### src/rtl/pipeline_ctrl.sv
// pipeline_ctrl: stall/invalidate/redirect control for an in-order pipeline with trap flush and WFI sleep.
// Optional WFI sleep state is built only when KLEINE_WFI_SLEEP_EN is defined.
module pipeline_ctrl #(
  parameter int FLUSH_CYCLES = 2
) (
  input  logic       i_clk,
  input  logic       i_reset,
  input  logic       i_valid_decode,
  input  logic [4:0] i_rs1_address_decode,
  input  logic [4:0] i_rs2_address_decode,
  input  logic       i_valid_execute,
  input  logic       i_load_execute,
  input  logic [4:0] i_rd_address_execute,
  input  logic       i_branch_taken_execute,
  input  logic       i_mem_busy,
  input  logic       i_valid_writeback,
  input  logic       i_trap_writeback,
  input  logic       i_mret_writeback,
  input  logic       i_wfi_writeback,
  input  logic       i_interrupt_pending,
  output logic       o_stall_fetch,
  output logic       o_stall_decode,
  output logic       o_stall_execute,
  output logic       o_stall_memory,
  output logic       o_invalidate_fetch,
  output logic       o_invalidate_decode,
  output logic       o_invalidate_execute,
  output logic       o_invalidate_memory,
  output logic       o_redirect,
  output logic       o_sleeping
);

  typedef enum logic [1:0] {RUN, FLUSH, SLEEP} state_t;

  state_t     r_state;
  logic [2:0] r_flush_cnt;
  logic       r_sleeping;

  logic w_trap;
  logic w_wfi;
  logic w_branch;
  logic w_load_use;

  assign w_trap   = i_valid_writeback & (i_trap_writeback | i_mret_writeback);
  assign w_branch = i_branch_taken_execute & i_valid_execute;
  assign w_load_use = i_valid_decode & i_valid_execute & i_load_execute &
                      (i_rd_address_execute != 5'd0) &
                      ((i_rd_address_execute == i_rs1_address_decode) |
                       (i_rd_address_execute == i_rs2_address_decode));

`ifdef KLEINE_WFI_SLEEP_EN
  assign w_wfi = i_valid_writeback & i_wfi_writeback & ~w_trap;
`else
  // WFI retires as a plain NOP when sleep support is not built.
  logic w_unused_wfi;
  assign w_wfi        = 1'b0;
  assign w_unused_wfi = i_wfi_writeback;
`endif

  assign o_sleeping = r_sleeping;

  always_ff @(posedge i_clk or posedge i_reset) begin
    if (i_reset) begin
      r_state     <= RUN;
      r_flush_cnt <= 3'd0;
      r_sleeping  <= 1'b0;
    end else begin
      r_sleeping <= 1'b0;
      if (w_trap) begin
        r_state     <= FLUSH;
        r_flush_cnt <= 3'(FLUSH_CYCLES);
      end else if (w_wfi) begin
        r_state    <= SLEEP;
        r_sleeping <= 1'b1;
      end else begin
        case (r_state)
          FLUSH: begin
            if (r_flush_cnt < 3'd2) begin
              r_state     <= RUN;
              r_flush_cnt <= 3'd0;
            end else begin
              r_flush_cnt <= r_flush_cnt - 3'd1;
            end
          end
          SLEEP: begin
            // Wake only; the interrupt itself arrives later as a trap at writeback.
            if (i_interrupt_pending) r_state <= RUN;
            else                     r_sleeping <= 1'b1;
          end
          default: r_state <= r_state;
        endcase
      end
    end
  end

  always_comb begin
    o_stall_fetch        = 1'b0;
    o_stall_decode       = 1'b0;
    o_stall_execute      = 1'b0;
    o_stall_memory       = 1'b0;
    o_invalidate_fetch   = 1'b0;
    o_invalidate_decode  = 1'b0;
    o_invalidate_execute = 1'b0;
    o_invalidate_memory  = 1'b0;
    o_redirect           = 1'b0;
    if (i_reset || w_trap || w_wfi) begin
      o_invalidate_fetch   = 1'b1;
      o_invalidate_decode  = 1'b1;
      o_invalidate_execute = 1'b1;
      o_invalidate_memory  = 1'b1;
      o_redirect           = w_trap & ~i_reset;
    end else if (r_state == SLEEP) begin
      o_stall_fetch       = 1'b1;
      o_invalidate_decode = 1'b1;
    end else begin
      o_invalidate_fetch = (r_state == FLUSH);
      if (i_mem_busy) begin
        o_stall_fetch       = 1'b1;
        o_stall_decode      = 1'b1;
        o_stall_execute     = 1'b1;
        o_stall_memory      = 1'b1;
        o_invalidate_memory = 1'b1;
      end else if (w_branch) begin
        o_invalidate_fetch  = 1'b1;
        o_invalidate_decode = 1'b1;
        o_redirect          = 1'b1;
      end else if (w_load_use) begin
        o_stall_fetch        = 1'b1;
        o_stall_decode       = 1'b1;
        o_invalidate_execute = 1'b1;
      end
    end
  end

endmodule

### config.mk
export PLATFORM = sky130hd
export DESIGN_NAME = pipeline_ctrl
export DESIGN_NICKNAME = d
export VERILOG_FILES = /design/src/rtl/pipeline_ctrl.sv
export SDC_FILE = /design/constraint.sdc
export NUM_CORES = 1
export LEC_CHECK = 0
export CORE_MARGIN = 2
export CORE_UTILIZATION = 30
export DETAILED_ROUTE_END_ITERATION = 16
export PLACE_DENSITY = 0.77
export REMOVE_ABC_BUFFERS = 1
export SYNTH_ARGS = -nofsm -noshare
export SYNTH_HDL_FRONTEND = slang
export SYNTH_SLANG_ARGS = --single-unit
### constraint.sdc
create_clock -name i_clk -period 2 [get_ports i_clk]
set_input_delay 0.5 -clock i_clk [delete_from_list [all_inputs] [get_ports i_clk]]
set_output_delay 0.5 -clock i_clk [all_outputs]
set_load 0.005 [all_outputs]
* Word-level counts from Yosys, hierarchy flattened
Cells that the tools add are included.
Widths: inputs -> output; s select.
** Word-level totals
- Word-level logic and storage cells :: 60
- Output and inout port bits :: 10
- Input port bits :: 27
- Register bits after elaboration :: 6
** Operators by class
- Reductions and logical operators :: 5
- Eq/ne operators :: 6
- Add/subtract/negate cells :: 1
- Muxes and demuxes :: 34
- Bitwise logic cells :: 10
- $lt $le $gt $ge :: 1
** Operator list (number)
- $mux 1 :: 27
- $eq 5x5->1 :: 2
- $mux 3 :: 3
- $and 1x1->1 :: 7
- $mux 2 :: 3
- $ne 3x3->1 const B :: 2
- $reduce_bool 5->1 :: 1
- $pmux 2 s2 :: 1
- $lt 3x2->1 const B :: 1
- $reduce_and 3->1 :: 1
- $reduce_bool 3->1 :: 1
- $sub 3x1->3 const B :: 1
- $eq 2x1->1 const B :: 1
- $eq 2x2->1 const B :: 1
- $or 1x1->1 :: 2
- $reduce_bool 2->1 :: 1
- $logic_or 1x1->1 :: 1
- $not 1->1 :: 1

* Logic depth before layout (Yosys ltp)
- Word-level depth :: 9
- Gate-level depth with buffers :: 6
- Depth with buffers taken out :: 6

* Least setup slack after synthesis
OpenSTA, ideal clock, no wires.
- Path type :: input-to-output
- Start point :: in i_rd_address_execute[2]
- End point :: out o_stall_fetch
- Arrival time :: 1.570 ns
- Required time :: 1.500 ns
- Buffers on the path :: 1
- Stages :: 5
- Setup slack :: -0.070 ns
- Cells stage by stage :: xor2_1 > nor3_2 > a22oi_1 > o41ai_1 > buf_4
** On the way
- Longest elaborated chain between the ends :: 8
** RTL lines
- from (decl) :: line 13 : input logic [4:0] i_rd_address_execute,
- $eq 5x5->1 (tied with other cells) :: line 48 : ((i_rd_address_execute == i_rs1_address_decode) |
- $or 1x1->1 or $and 1x1->1 (tied branches) :: line 48, 46
- $and 1x1->1 * :: line 47 : (i_rd_address_execute != 5'd0) &
- $mux 1 * :: line 127 : end else if (w_load_use) begin
- $mux 1 * :: line 123 : end else if (w_branch) begin
- $mux 1 * :: line 117 : if (i_mem_busy) begin
- $mux 1 * :: line 112 : end else if (r_state == SLEEP) begin
- $mux 1 * :: line 106 : if (i_reset || w_trap || w_wfi) begin
- to (decl) :: line 21 : output logic o_stall_fetch,
Every way passes the cells marked *; elsewhere a longest branch is shown, timed or not.

* Final worst setup path
- Start point :: in i_rd_address_execute[4]
- End point :: out o_stall_decode
** On the way
- Longest elaborated chain between the ends :: 8
** RTL lines
- $eq 5x5->1 (tied with other cells) :: line 48
- $or 1x1->1 or $and 1x1->1 (tied branches) :: line 48, 46
- $and 1x1->1 * :: line 47
- $mux 1 * :: line 127
- $mux 1 * :: line 123
- $mux 1 * :: line 117
- $mux 1 * :: line 112
- $mux 1 * :: line 106
- to (decl) :: line 22 : output logic o_stall_decode,
Marked as above.

==> metrics.yaml <==
sta:
  setup_viol: 3
  fmax_mhz: 491
  finalCritPeriodShare: 1.02
  fin_crit_ps: 2040
  maxSlewViolCount: 0
  rsz0062_at_grt: "yes"
  fin_tns_setup_ps: -101
  setup_ws_ps: -36.5
  finClkSkew_ps: 0.502
  whs_ps: 420
  finalHoldViolCount: 0
placed_design:
  post-dp-hpwl_um: 959
  place_inst: 107
  gp_congestion: 0.724
  place_ws_ps: -1010
  io_buffers: 33
detailed_routing:
  num_vias: 518
  dr.first_iter.drc_count: 2
  routed_wl_um: 1270
  drcViolationCount: 0
  final_antenna_net_count: 0
  firstDrtPassIters: 3
  wl_per_cell_um: 11.3
  vias_per_cell: 4.58
setup_path:
  cpMostUsedCell: "buf_2"
  crit_chain: "buf_2, or4_4, nor2_4, o41ai_4, buf_2"
  cp-start-kind: "primary input"
  critical_path.endpoint_type: "primary output"
  path_class: "in2out"
  cp.arrival_ps: 1540
  crit_fanout: 3
  critical_path.slowest_cell: "or4_4"
  critPathRequiredTime_ps: 1500
  slowest_delay_ps: 560
die:
  io_pins: 37
  core_sq_um: 1320
  die_h_um: 41.8
  start_util: 0.326
  die_area_sq_um: 1750
  rows: 13
  die_x_um: 41.8
global_routing:
  antenna_found_initial: 0
  grt_overflow: 0
  grt_pass1_vias: 562
  grt_pass1_wl_um: 2240
  grt_use_total: 0.163
  grt_max_degree: 7
yosys:
  synth.avg_cell_area_sq_um: 7.80
  synth.ff_latch_count: 4
  syn_area_sq_um: 429
  synth_top_area_share: 0.233
  ys_warn_count: 0
  synth.largest_area_cell: "dfrtp_1"
  seq_area_frac_synth: 0.233
  synth_cells: 55
  synth_cell_types: 22
  synthTopCellsByArea: "dfrtp_1 (23%), xor2_1 (20%), buf_4 (5.2%)"
cts:
  cts_made_buffers: 3
  cts_tree: "yes"
  clk_pin_slew_ps: 40
  root_buffer: "clkbuf_4"
  hold_buffers: 0
  cts_sinks: 4
  cts_buffer_depth: 2
  clock_latency_ps: 230
  htreeDepth: 1
outcome:
  status: "finished with violations"
  violations: "negative setup slack"
layout:
  final_common_cell: "buf_2"
  diodes: 0
  fin_util: 0.635
  areaGrowthSynthToFinish_pct: 95.0
  final_cell_mix: "buf_2 (10), xor2_1 (9), buf_4 (9)"
  finalNonFillerCells: 113
  layout-drive-gt1-share: 0.449
  fillers: 121
  final_nets: 128
power:
  leakagePower_nw: 0.430
  peakVddDrop_mv: 0.308
  powerDensity_nw_per_um2: 571
worst_hold_path:
  hold_path.class: "in2async"
job:
  cap_violations: 0
==> flip-flops by register name, indices dropped and copies added (netlist names) <==
signal       count
r_flush_cnt      3
r_state          1
==> layout make-up <==
class | count | area, sq um | share of cell area
Sequential cell | 4 | 100 | 0.120
Timing Repair Buffer | 43 | 332 | 0.396
Inverter | 4 | 15.0 | 0.0179
Clock buffer | 3 | 22.5 | 0.0269
Tap cell | 15 | 18.8 | 0.0224
Multi-Input combinational cell | 44 | 349 | 0.417
==> cells by family after synthesis <==
family | count (synthesis) | share of synthesized area
AOI/OAI and AO/OA | 10 | 0.146
xor gates and xnor gates | 10 | 0.204
adders and majority gates | 1 | 0.0291
buffers and inverters | 7 | 0.0874
DFF | 4 | 0.233
muxes | 1 | 0.0262
other | 1 | 0.00874
and+or+nand+nor | 21 | 0.265
==> report_power, final <==
group	switching (W)	total, W	internal (W)
clock network	0.0000307	0.0000976	0.0000670
logic	0.000106	0.000232	0.000127
registers	0.0000299	0.000148	0.000119
==> worst max-delay path: cells and delay by family <==
family	cells	cell delay (ps)
buffers and inverters	2	250
AO/OA/AOI/OAI	1	90
AND/OR/NAND/NOR	2	700
==> metrics by stage <==
step	power (W)	area, sq um
detailed placement	0.000390	808
global placement	0.000383	808
floorplan	0.000270	407
CTS	0.000479	831
global route	0.000530	837
finish	0.000478	837
==> cells in the mapped netlist (all sizes together) <==
cell	instances
a21oi	2
and2	2
or3	2
o21a	1
a22oi	1
o41ai	2
or4	1
nand2b	1
nor2	6
inv	4
conb	1
ha	1
nand2	5
xor2	10
nand4b	1
nor3	3
o21ai	4
dfrtp	4
mux2	1
buf	3
==> routing by layer <==
| layer | vias up | global-route usage | wire length, um | share of wire |
|---|---|---|---|---|
| met5 | - | 0 | 0 | 0 |
| met1 | 224 | 0.186 | 497 | 0.39 |
| met4 | 0 | 0.0774 | 14 | 0.011 |
| met3 | 2 | 0.0261 | 89 | 0.070 |
| li1 | 268 | - | - | - |
| met2 | 24 | 0.291 | 672 | 0.53 |
==> repair_timing <==
item | 4_1_cts | 5_1_grt
hold endpoints to repair | 0 | 0
resized for setup | 87 | 20
setup buffers | 3 | 0
pin swaps | 15 | 6
endpoints found under the setup margin | 9 | 7
==> final timing paths <==
path | from | slack [ps] | cells after the start | endpoint
worst min-delay path | i_reset | 420 | 3 | r_flush_cnt[0]
worst max-delay path | i_rd_address_execute[4] | -40 | 5 | o_stall_decode
min in group i_clk | r_flush_cnt[1] | 560 | 2 | r_state[0]
max in group asynchronous | i_reset | 1470 | 3 | r_flush_cnt[1]
worst max register to register | r_flush_cnt[1] | 950 | 4 | r_flush_cnt[1]
worst min register to register | r_flush_cnt[1] | 560 | 2 | r_state[0]
Note: power is estimated with default switching activity, not from simulation.
